===== src/rtl/pyramid_reader.sv =====
// Pyramid reader: streams a contiguous octave/level image pyramid
// from a 2-cycle-latency memory into a flow-controlled pixel stream.
module pyramid_reader #(
  parameter int BIT_DEPTH   = 8,
  parameter int IMG_WIDTH   = 64,
  parameter int IMG_HEIGHT  = 64,
  parameter int NUM_OCTAVES = 3,
  parameter int NUM_LEVELS  = 3,
  parameter int ADDR_WIDTH  = 14
) (
  input  logic                  clk_in,
  input  logic                  rst_n_in,
  input  logic                  start_in,
  input  logic                  abort_in,
  output logic                  rd_en_out,
  output logic [ADDR_WIDTH-1:0] rd_addr_out,
  input  logic [BIT_DEPTH-1:0]  rd_data_in,
  output logic [BIT_DEPTH-1:0]  pixel_out,
  output logic                  valid_out,
  input  logic                  ready_in,
  output logic [1:0]            octave_out,
  output logic [1:0]            level_out,
  output logic [7:0]            x_out,
  output logic [7:0]            y_out,
  output logic                  sof_out,
  output logic                  eof_out,
  output logic                  last_out,
  output logic                  busy_out,
  output logic                  done_out
);

  function automatic int total_f();
    int s;
    s = 0;
    for (int o = 0; o < NUM_OCTAVES; o++)
      s += NUM_LEVELS * (IMG_WIDTH >> o) * (IMG_HEIGHT >> o);
    return s;
  endfunction

  localparam int TOTAL = total_f();
  localparam logic [ADDR_WIDTH-1:0] LAST_A = ADDR_WIDTH'(TOTAL - 1);
  localparam logic [1:0] LVL_MAX = 2'(NUM_LEVELS - 1);

  typedef enum logic [1:0] {IDLE, RUN, DRAIN} state_e;

  typedef struct packed {
    logic [1:0] oct;
    logic [1:0] lvl;
    logic [7:0] x;
    logic [7:0] y;
    logic       sof;
    logic       eof;
    logic       last;
  } meta_t;

  typedef struct packed {
    logic [BIT_DEPTH-1:0] pix;
    meta_t                m;
  } ent_t;

  state_e                state_q;
  logic                  rd_en_q;
  logic [ADDR_WIDTH-1:0] addr_q;
  logic [1:0]            oct_q;
  logic [1:0]            lvl_q;
  logic [7:0]            x_q;
  logic [7:0]            y_q;
  logic                  p1_v_q;
  logic                  p2_v_q;
  meta_t                 p1_q;
  meta_t                 p2_q;
  ent_t                  mem_q [4];
  logic [1:0]            wp_q;
  logic [1:0]            rp_q;
  logic [2:0]            cnt_q;
  logic                  busy_q;
  logic                  done_q;

  logic [7:0] x_max;
  logic [7:0] y_max;
  meta_t      cur_m;
  ent_t       head;
  logic       pop;
  logic [3:0] occ;
  logic       can_iss;

  assign x_max = 8'((IMG_WIDTH >> oct_q) - 1);
  assign y_max = 8'((IMG_HEIGHT >> oct_q) - 1);

  always_comb begin
    cur_m      = '0;
    cur_m.oct  = oct_q;
    cur_m.lvl  = lvl_q;
    cur_m.x    = x_q;
    cur_m.y    = y_q;
    cur_m.sof  = (x_q == 8'd0) && (y_q == 8'd0);
    cur_m.eof  = (x_q == x_max) && (y_q == y_max);
    cur_m.last = (addr_q == LAST_A);
  end

  assign head = mem_q[rp_q];
  assign pop  = (cnt_q != 3'd0) && ready_in;

  // Occupancy once everything in flight lands, net of this cycle's pop.
  assign occ = 4'(cnt_q) + 4'(p2_v_q) + 4'(p1_v_q)
             + 4'(rd_en_q) - 4'(pop);
  assign can_iss = occ < 4'd4;

  always_ff @(posedge clk_in or negedge rst_n_in) begin
    if (!rst_n_in) begin
      state_q <= IDLE;
      rd_en_q <= 1'b0;
      addr_q  <= '0;
      oct_q   <= '0;
      lvl_q   <= '0;
      x_q     <= '0;
      y_q     <= '0;
      p1_v_q  <= 1'b0;
      p2_v_q  <= 1'b0;
      p1_q    <= '0;
      p2_q    <= '0;
      for (int i = 0; i < 4; i++) mem_q[i] <= '0;
      wp_q    <= '0;
      rp_q    <= '0;
      cnt_q   <= '0;
      busy_q  <= 1'b0;
      done_q  <= 1'b0;
    end else if (abort_in) begin
      state_q <= IDLE;
      rd_en_q <= 1'b0;
      p1_v_q  <= 1'b0;
      p2_v_q  <= 1'b0;
      wp_q    <= '0;
      rp_q    <= '0;
      cnt_q   <= '0;
      busy_q  <= 1'b0;
      done_q  <= 1'b0;
    end else begin
      done_q <= 1'b0;
      p1_v_q <= rd_en_q;
      p1_q   <= cur_m;
      p2_v_q <= p1_v_q;
      p2_q   <= p1_q;
      if (p2_v_q) begin
        mem_q[wp_q] <= {rd_data_in, p2_q};
        wp_q        <= wp_q + 2'd1;
      end
      if (pop) rp_q <= rp_q + 2'd1;
      cnt_q <= cnt_q + 3'(p2_v_q) - 3'(pop);
      unique case (state_q)
        IDLE: begin
          if (start_in) begin
            state_q <= RUN;
            busy_q  <= 1'b1;
            rd_en_q <= 1'b1;
            addr_q  <= '0;
            oct_q   <= '0;
            lvl_q   <= '0;
            x_q     <= '0;
            y_q     <= '0;
          end
        end
        RUN: begin
          if (rd_en_q && cur_m.last) begin
            state_q <= DRAIN;
            rd_en_q <= 1'b0;
          end else begin
            rd_en_q <= can_iss;
            if (rd_en_q) begin
              addr_q <= addr_q + ADDR_WIDTH'(1);
              if (x_q != x_max) begin
                x_q <= x_q + 8'd1;
              end else begin
                x_q <= '0;
                if (y_q != y_max) begin
                  y_q <= y_q + 8'd1;
                end else begin
                  y_q <= '0;
                  if (lvl_q != LVL_MAX) begin
                    lvl_q <= lvl_q + 2'd1;
                  end else begin
                    lvl_q <= '0;
                    oct_q <= oct_q + 2'd1;
                  end
                end
              end
            end
          end
        end
        DRAIN: begin
          if (pop && head.m.last) begin
            state_q <= IDLE;
            busy_q  <= 1'b0;
            done_q  <= 1'b1;
          end
        end
        default: state_q <= IDLE;
      endcase
    end
  end

  assign rd_en_out   = rd_en_q;
  assign rd_addr_out = addr_q;
  assign pixel_out   = head.pix;
  assign valid_out   = cnt_q != 3'd0;
  assign octave_out  = head.m.oct;
  assign level_out   = head.m.lvl;
  assign x_out       = head.m.x;
  assign y_out       = head.m.y;
  assign sof_out     = head.m.sof;
  assign eof_out     = head.m.eof;
  assign last_out    = head.m.last;
  assign busy_out    = busy_q;
  assign done_out    = done_q;

endmodule

===== config.mk =====
export PLATFORM = sky130hd
export DESIGN_NAME = pyramid_reader
export DESIGN_NICKNAME = d
export VERILOG_FILES = /design/src/rtl/pyramid_reader.sv
export SDC_FILE = /design/constraint.sdc
export NUM_CORES = 1
export LEC_CHECK = 0
export BUFFER_PORTS_ARGS = -buffer_cell sky130_fd_sc_hd__buf_4
export CAP_MARGIN = 20
export CELL_PAD_IN_SITES_DETAIL_PLACEMENT = 1
export CELL_PAD_IN_SITES_GLOBAL_PLACEMENT = 1
export CORE_MARGIN = 2
export CORE_UTILIZATION = 54
export CTS_CLUSTER_DIAMETER = 40
export DETAILED_ROUTE_END_ITERATION = 16
export PLACE_DENSITY = 0.95
export SYNTH_ARGS = -nofsm -noshare
export SYNTH_HDL_FRONTEND = slang
export SYNTH_SLANG_ARGS = --single-unit

===== constraint.sdc =====
create_clock -name clk_in -period 10 [get_ports clk_in]
set_input_delay 1.5 -clock clk_in [delete_from_list [all_inputs] [get_ports clk_in]]
set_output_delay 1.5 -clock clk_in [all_outputs]
set_load 0.02 [all_outputs]

==> results of run 1 <==
[flip-flops by register name (all words and copies together), names as in the netlist]
signal and cells:
oct_q 2, mem_q 124, rd_addr_out 14, cnt_q 3, p2_v_q 1, done_out 1, rd_en_out 1, y_q 8
p2_q 23, x_q 8, rp_q 2, wp_q 2, p1_q 23, state_q 2, p1_v_q 1, busy_out 1
lvl_q 2
[Yosys cell counts, types with 3 or more instances]
cell type	number
o31ai_1	8
a31oi_1	3
nor3_1	7
o21ai_0	36
mux2_2	159
nor2_1	32
xnor2_1	15
buf_1	10
nand4_1	4
xor2_1	5
ha_1	22
nand2_1	38
buf_2	5
mux4_2	31
mux2i_1	5
nand2b_1	3
clkbuf_1	23
a21oi_1	6
nand3_1	19
inv_1	24
dfrtp_1	218
and3_1	5
or3_1	8
or4_4	3
nor4_1	7
nor2b_1	6
[worst max-delay path by stage]
stage / start / slack [ns] / cells after the start / endpoint
2_1_floorplan: ready_in / 6.03 / 11 / rd_en_out
3_3_place_gp: ready_in / 5.91 / 11 / rd_en_out
5_1_grt: rp_q[0] / 6.01 / 3 / eof_out
4_1_cts: rp_q[0] / 6.09 / 3 / eof_out
6_report: rp_q[0] / 6.13 / 3 / eof_out
3_5_place_dp: ready_in / 5.80 / 11 / rd_en_out
[through the flow]
step,cells,hold WS [ns]
after floorplan,742,0.443
after global placement,994,0.467
after detailed placement,994,0.485
after CTS,1050,0.497
after global routing,1051,0.511
final,1051,0.499
[power breakdown]
part / switching, mW / internal (mW) / total, mW
Sequential: 0.0883 / 0.960 / 1.05
Clock: 0.446 / 0.674 / 1.12
Combinational: 0.268 / 0.238 / 0.506
Total: 0.802 / 1.87 / 2.67
[cell type report]
cell class	count	area share, %
sequential	218	46.8
multi-input combinational	459	36.6
clock buffer	35	7.04
timing repair buffer	65	4.41
tap	229	2.46
clock inverter	21	1.95
inverter	24	0.773
[per-layer routing]
metal | track usage (%) | part of all wire, % | wire, µm | vias up
li1 | - | - | - | 2802
met1 | 41.8 | 40 | 12200 | 3617
met2 | 54.6 | 51 | 15400 | 289
met3 | 4.21 | 4.9 | 1480 | 83
met4 | 11.3 | 3.5 | 1070 | 0
met5 | 0 | 0 | 0 | -
[worst register-to-register path, delay by kind of cell (launching register included)]
kind / cells / cell delay [ns]
DFF: 1 / 0.39
and+or+nand+nor: 4 / 1.43
buffers and inverters: 1 / 0.09
adders and majority gates: 3 / 0.94
AOI/OAI and AO/OA: 3 / 0.61
[cells by family after synthesis]
family | after synthesis | synth area share [%]
flops | 218 | 54.7
mux | 195 | 25.5
simple gates | 149 | 7.83
compound gates | 71 | 4.45
buf+inv | 65 | 2.66
fa+ha+maj | 24 | 3.16
xor+xnor | 20 | 1.76
==> metrics.txt, run 1 <==
sequential share of the synthesized area 54.7%; startpoint of the worst hold path p1_q[0]; pre-CTS WS 5.80 ns; Leakage 5.58 nW; post-cts sizing count 0; FFs w/ async S/R, synth 100%; Crit Path Class reg2out; most common cell after layout, fill and taps aside dfrtp_1; Arr. time, crit path 2.37 ns; CP Capture Type primary output; Cell Area, Placed 0.0106 mm²; syn_nets 779; Util after Layout 64.7%; Hold/Removal Path Class reg2reg; initial core utilization 55.3%; delay-heaviest family, CP buffers and inverters; synth unique cells 55; Power Density 229 mW/mm²; outcome complete, no violations; FP Rows 49; unrepaired setup endpoints after global routing false; Netlist Area Pre-Place 0.00997 mm²; gate count after technology mapping 742; WP buf/inv 2; vias 6791; Synth Warn # 0; FF-to-FF End rd_en_out; area delta synth->final 16.9%; cell mode on critical path buf_4; layout cells sized above 1 39.5%; clock sink count 218; R2R cell count 11; Max Fclk 258 MHz; RePlAce Congestion 0.954; die area 0.0196 mm²; worst setup slack after layout 6.13 ns; top cell type's share of synthesized area 54.7%; crit path cell chain buf_4, mux4_2, buf_4; Avg WL per Cell 28.7 µm; Die Ht 140 µm; Worst R2R Start cnt_q[1]; placeable core area 0.0180 mm²; nets@finish 835; width of the chip 140 µm; EDFF count, synth 0; Min Clock Period, post-route 3.87 ns; period utilization 38.7%; TritonRoute pass-1 iters 5; post-DP HPWL 15900 µm; FF+latch count, synth 218; Synth Flop Type dfrtp_1; CTS Buf Count 30; post-route ant nets 0; final setup violating endpoints 0; register area 0.00546 mm²; Port Buf Inserts 61; Critical Path Max Stage Delay 0.64 ns; commonest non-fill, non-tap cells in the layout dfrtp_1 (216), mux2_2 (159), buf_4 (63); worst-margin pin slew 0.999 ns; grt ovf 0; initial antenna violation count 0; Final Hold Fails 0; max_slew headroom 33.2%; CP required 8.50 ns; Max Cap Viol 0; largest area contributor in the netlist dfrtp_1; post-CTS setup buffer count 0; IO Pins 62; Routed WL 30200 µm; Clock Latency Late Sink 0.56 ns; area of the multi-input gates 0.00426 mm²; Critical Path Start Type register; Syn Area/Cell 13.4 µm²; CTS Hold Buffers Added 0; setup TNS 0 ns; ANT cells 0; CP max FO 29; drt first-iter violations 519; fin area 0.0117 mm²; CTS tree yes; max-slew violations 0; Final Skew 0.0170 ns; DRC Markers 0; H-tree depth 1; Clk pin slew, worst setup/hold paths 0.06 ns; VDD IR-drop max 0.000222 V; Crit-path slowest cell mux4_2; fillers 1652; Max clock buf depth 3; Overall Power 2.67 mW; vias per inst 6.46; clk root buf clkbuf_16; hold endpoint p1_q[0]; top cells by area, synth dfrtp_1 (55%), mux2_2 (18%), mux4_2 (7.0%); largest net degree at the start of global routing 146; Reg2Reg Setup Slack 6.42 ns; vias in the first global route 7659; first-pass GRT wire length 48100 µm; total track usage 31.7%; Worst Hold Depth 2
No activity file was read; power rests on OpenSTA's default activity.
==> inputs of run 2 (changes only) <==
CORE_UTILIZATION = 46   (was 54)
PLACE_DENSITY = 0.88   (was 0.95)
clock period = 3.23 ns   (was 10 ns; I/O delays follow)
==> run 2 against run 1 <==
  * The flow now finishes with violations (hold timing)
  * Wire length decreased by 16%
  * Highest routed layer unchanged
  * Clock skew fell by 0.0055 ns
  * Critical path depth rose by 8
  * Critical endpoint is now rd_en_out
  * Via count is 5.7% lower
  * Clock power increased to 3.1 times the previous value
  * Sequential power increased to 3.0 times the previous value
  * Worst setup slack worse by 6.0 ns
  * Largest cell class unchanged
==> metrics.txt, run 2 (synthesis gave the netlist of run 1 again) <==
area delta synth->final 19.0%; total track usage 23.1%; CP max FO 2; max FFs per register 124; violated checks hold timing; Final Hold Fails 10; Util after Layout 56.1%; vias 6403; fin area 0.0119 mm²; Cell Area, Placed 0.0108 mm²; Clk pin slew, worst setup/hold paths 0.05 ns; Crit Path Class reg2reg; top flop regs mem_q: 124 flops, p1_q: 23 flops, p2_q: 23 flops; Min Clock Period, post-route 3.11 ns; outcome finished, violations left; initial antenna violation count 0; largest register by flop count mem_q; Routed WL 25300 µm; Clock Latency Late Sink 0.54 ns; initial core utilization 47.2%; Max Fclk 322 MHz; crit path cell chain or3_4, and2_4, ha_4, fa_1, inv_1, ha_1, and3b_1, or4b_2, a21boi_2, o21ai_1, a211oi_2; Max Cap Viol 0; Max clock buf depth 3; placeable core area 0.0212 mm²; most common cell after layout, fill and taps aside dfrtp_1; RePlAce Congestion 0.792; max-slew violations 0; Overall Power 8.25 mW; Critical Path Start Type register; CTS Hold Buffers Added 0; worst-margin pin slew 0.822 ns; width of the chip 151 µm; register area 0.00546 mm²; final setup violating endpoints 0; Port Buf Inserts 61; largest net degree at the start of global routing 87; fillers 2073; DRC Markers 0; post-route ant nets 0; IO Pins 62; ANT cells 0; layout cells sized above 1 40.3%; CP required 3.67 ns; Leakage 5.67 nW; CTS Buf Count 30; gr busiest metal met2; Crit-path slowest cell or4b_2; Critical Path Max Stage Delay 0.62 ns; clock sink count 218; delay-heaviest family, CP simple AND/OR/NAND/NOR gates; met2 GRT Util 41.4%; drt first-iter violations 278; dpl cells 1054; nets@finish 850; area of the multi-input gates 0.00428 mm²; Arr. time, crit path 3.55 ns; vias in the first global route 7236; Final Skew 0.0114 ns; pre-CTS WS 0.0225 ns; period utilization 96.2%; Avg WL per Cell 22.7 µm; clk root buf clkbuf_16; max_slew headroom 45.2%; setup TNS 0 ns; TritonRoute pass-1 iters 4; H-tree depth 1; commonest non-fill, non-tap cells in the layout dfrtp_1 (217), mux2_2 (159), buf_4 (77); WP buf/inv 1; die area 0.0229 mm²; CTS tree yes; GRT met3 Usage 3.04%; FP Rows 53; Fin Hold WS -0.0236 ns; Power Density 695 mW/mm²; grt ovf 0; worst setup slack after layout 0.124 ns; Post-Layout Cell Count 1111; Hold/Removal Path Class in2async; first-pass GRT wire length 40700 µm; Die Ht 151 µm; CP Capture Type register; vias per inst 5.76; GRT met1 Usage 29.0%; post-DP HPWL 15700 µm; VDD IR-drop max 0.000339 V
[run 2: cell count changes in the layout (fill, tap and decap cells not counted), sizes merged]
cell | previous run | this run
clkinvlp | 5 | 1
bufinv | 3 | 5
inv | 29 | 28
clkinv | 8 | 10
buf | 64 | 79
[run 2: layout make-up]
| class | count | area share [%] |
|---|---|---|
| inverters | 24 | 0.759 |
| well taps | 275 | 2.90 |
| flip-flops and latches | 218 | 46.0 |
| repair buffers | 80 | 5.32 |
| clock inverters | 20 | 2.22 |
| clock buffers | 35 | 6.75 |
| multi-input cells | 459 | 36.1 |
[run 2: timing repair]
| item | in CTS | in global routing |
|---|---|---|
| hold endpoints to repair | 0 | 0 |
| buffers inserted | 1 | 1 |
| endpoints found under the setup margin | 1 | 1 |
| gates resized for setup | 3 | 2 |
| pin swaps | 2 | 2 |
[run 2: final timing paths]
kind	startpoint	to	slack [ns]	cells past startpoint
worst max-delay path	cnt_q[2]	rd_en_out	0.12	11
worst min-delay path	rst_n_in	mem_q[5]	-0.02	1
worst max register to register	cnt_q[2]	rd_en_out	0.12	11
worst min register to register	p1_q[1]	p1_q[1]	0.49	2
max in group asynchronous	rst_n_in	cnt_q[0]	2.37	2
min in group clk_in	rd_data_in[0]	mem_q[85]	0.21	2
[run 2: worst register-to-register path: stages, from the launching register on]
cell,delay (ns)
dfrtp_1,0.38
or3_4,0.39
and2_4,0.18
ha_4,0.21
fa_1,0.35
inv_1,0.06
ha_1,0.21
and3b_1,0.17
or4b_2,0.62
a21boi_2,0.13
o21ai_1,0.10
a211oi_2,0.21
[run 2: routing by layer]
| layer | vias up | routed length [µm] |
|---|---|---|
| li1 | 2838 | - |
| met1 | 3361 | 10400 |
| met2 | 150 | 13100 |
| met3 | 54 | 1010 |
| met4 | 0 | 719 |
| met5 | - | 0 |
[run 2: power breakdown]
group / internal [mW] / leakage (nW) / switching [mW] / total [mW]
clock: 2.19 / 0.523 / 1.28 / 3.47
combinational: 0.786 / 2.15 / 0.801 / 1.59
sequential: 2.97 / 3.00 / 0.223 / 3.20
total: 5.95 / 5.67 / 2.30 / 8.25
==> inputs of run 3 (changes only) <==
ABC_AREA = 1   (was not set)
CORE_UTILIZATION = 42   (was 46)
SETUP_SLACK_MARGIN = 0.4   (was not set)
==> run 3 against run 2 <==
  * The run now ends clean
  * Clock power increased by 12%
  * Synthesized cell count rose by 58%
  * Clock skew rose by 0.011 ns
  * Clock-buffer cell count is 6 higher
  * Utilization down 5.1 points
  * Global-route usage up 1.3 points
  * Fmax increased by 13%
  * Worst setup slack improved by 0.36 ns
==> metrics.txt, run 3 <==
clock sink count 218; Netlist Area Pre-Place 0.0100 mm²; Synth Flop Type dfrtp_1; CTS tree yes; Synth Warn # 0; most frequent cell after synthesis nand2_1; most common cell after layout, fill and taps aside nand2_1; Arr. time, crit path 2.26 ns; nets@finish 1260; Critical Path Start Type register; ANT cells 0; Port Buf Inserts 61; commonest non-fill, non-tap cells in the layout nand2_1 (274), o21ai_0 (251), dfrtp_1 (217); most instantiated cells after synthesis nand2_1 (278), o21ai_0 (251), dfrtp_1 (218); Avg WL per Cell 19.0 µm; Power Density 847 mW/mm²; Reg2Reg Setup Slack 0.71 ns; CP Capture Type primary output; H-tree depth 2; period utilization 85.0%; first-pass GRT wire length 48200 µm; drt first-iter violations 522; unrepaired setup endpoints after global routing false; CP required 2.75 ns; area delta synth->final 19.5%; Clock Latency Late Sink 0.51 ns; Final Hold Fails 0; fin area 0.0120 mm²; layout cells sized above 1 13.4%; Die Ht 158 µm; gate count after technology mapping 1173; final setup violating endpoints 0; area of the multi-input gates 0.00396 mm²; FP Rows 56; post-route ant nets 0; vias in the first global route 9383; syn_nets 1210; VDD IR-drop max 0.000444 V; IO Pins 62; Final Skew 0.0224 ns; max-slew violations 0; worst-margin pin slew 0.728 ns; vias per inst 5.54; Syn Area/Cell 8.54 µm²; EDFF count, synth 0; RePlAce Congestion 0.895; fillers 2753; post-CTS setup buffer count 0; Clk pin slew, worst setup/hold paths 0.05 ns; Max clock buf depth 3; FF+latch count, synth 218; Leakage 5.49 nW; clk root buf clkbuf_16; initial core utilization 42.7%; top cell type's share of synthesized area 54.4%; placeable core area 0.0235 mm²; Cell Area, Placed 0.0108 mm²; CTS Buf Count 34; grt ovf 0; post-cts sizing count 0; total track usage 24.4%; Min Clock Period, post-route 2.75 ns; Crit Path Class reg2out; max FFs per register 124; Max Cap Viol 0; outcome complete, no violations; top cells by area, synth dfrtp_1 (54%), o21ai_0 (13%), nand2_1 (10%); width of the chip 158 µm; TritonRoute pass-1 iters 4; DRC Markers 0; CP max FO 60; synth unique cells 39; initial antenna violation count 0; CTS Hold Buffers Added 0; largest net degree at the start of global routing 86; FFs w/ async S/R, synth 100%; top flop regs mem_q: 124 flops, p1_q: 23 flops, p2_q: 23 flops; die area 0.0251 mm²; post-DP HPWL 17000 µm; max_slew headroom 51.5%; sequential share of the synthesized area 54.4%; Routed WL 29700 µm; largest area contributor in the netlist dfrtp_1; largest register by flop count mem_q; Max Fclk 364 MHz; Hold/Removal Path Class in2async; register area 0.00546 mm²; vias 8689; setup TNS 0 ns
-- run 3: kinds of logic (layout without fill, tap and decap cells) --
kind of cell | Yosys count | count (layout) | share of synthesized area (%)
buffers and inverters | 156 | 232 | 6.18
and+or+nand+nor | 446 | 446 | 18.3
xor gates and xnor gates | 10 | 10 | 0.874
AOI/OAI and AO/OA | 319 | 319 | 17.1
adders and majority gates | 24 | 24 | 3.15
DFF | 218 | 218 | 54.4
-- run 3: final cells by class --
cell class              count  area share [%]
clock inverters            21            2.28
well taps                 319            3.33
inverters                  94            2.97
multi-input cells         799            33.0
flip-flops and latches    218            45.6
clock buffers              41            7.75
repair buffers             76            5.06
-- run 3: critical path, stage by stage, from the launching register on --
cell and delay (ns):
dfrtp_2 0.41, buf_4 0.55, o21ai_0 0.24, o22ai_1 0.30, buf_4 0.20
-- run 3: metrics by stage --
stage	setup slack [ns]	instances	total power, mW	hold WS [ns]	utilization [%]
2_1_floorplan	0.891	1173	5.17	0.189	-
3_3_place_gp	0.967	1506	6.07	0.460	45.9
3_5_place_dp	0.858	1506	6.23	0.467	45.9
4_1_cts	0.478	1568	10.2	0.0601	51.0
5_1_grt	0.417	1568	10.6	0.0810	51.0
6_report	0.484	1568	10.1	0.0205	51.0
-- run 3: final timing paths --
path,end,from,cells after the start
setup / recovery,eof_out,rp_q[0],4
min in group clk_in,mem_q[29],rd_data_in[6],3
setup reg to reg,lvl_q[0],oct_q[0],14
max in group asynchronous,mem_q[36],rst_n_in,2
hold reg to reg,p2_q[6],p1_q[6],2
hold / removal,mem_q[88],rst_n_in,1
-- run 3: power by group --
part	switching [mW]	internal, mW
combinational	1.90	0.969
sequential	0.280	3.12
clock	1.44	2.43
-- run 3: routing by layer --
metal  vias to the layer above  GRT usage (%)  part of all wire [%]
met2                       266           43.6                    51
met3                        90           4.25                   4.8
met4                         0           10.3                   3.5
li1                       3967              -                     -
met1                      4366           28.9                    41
met5                         -              0                     0
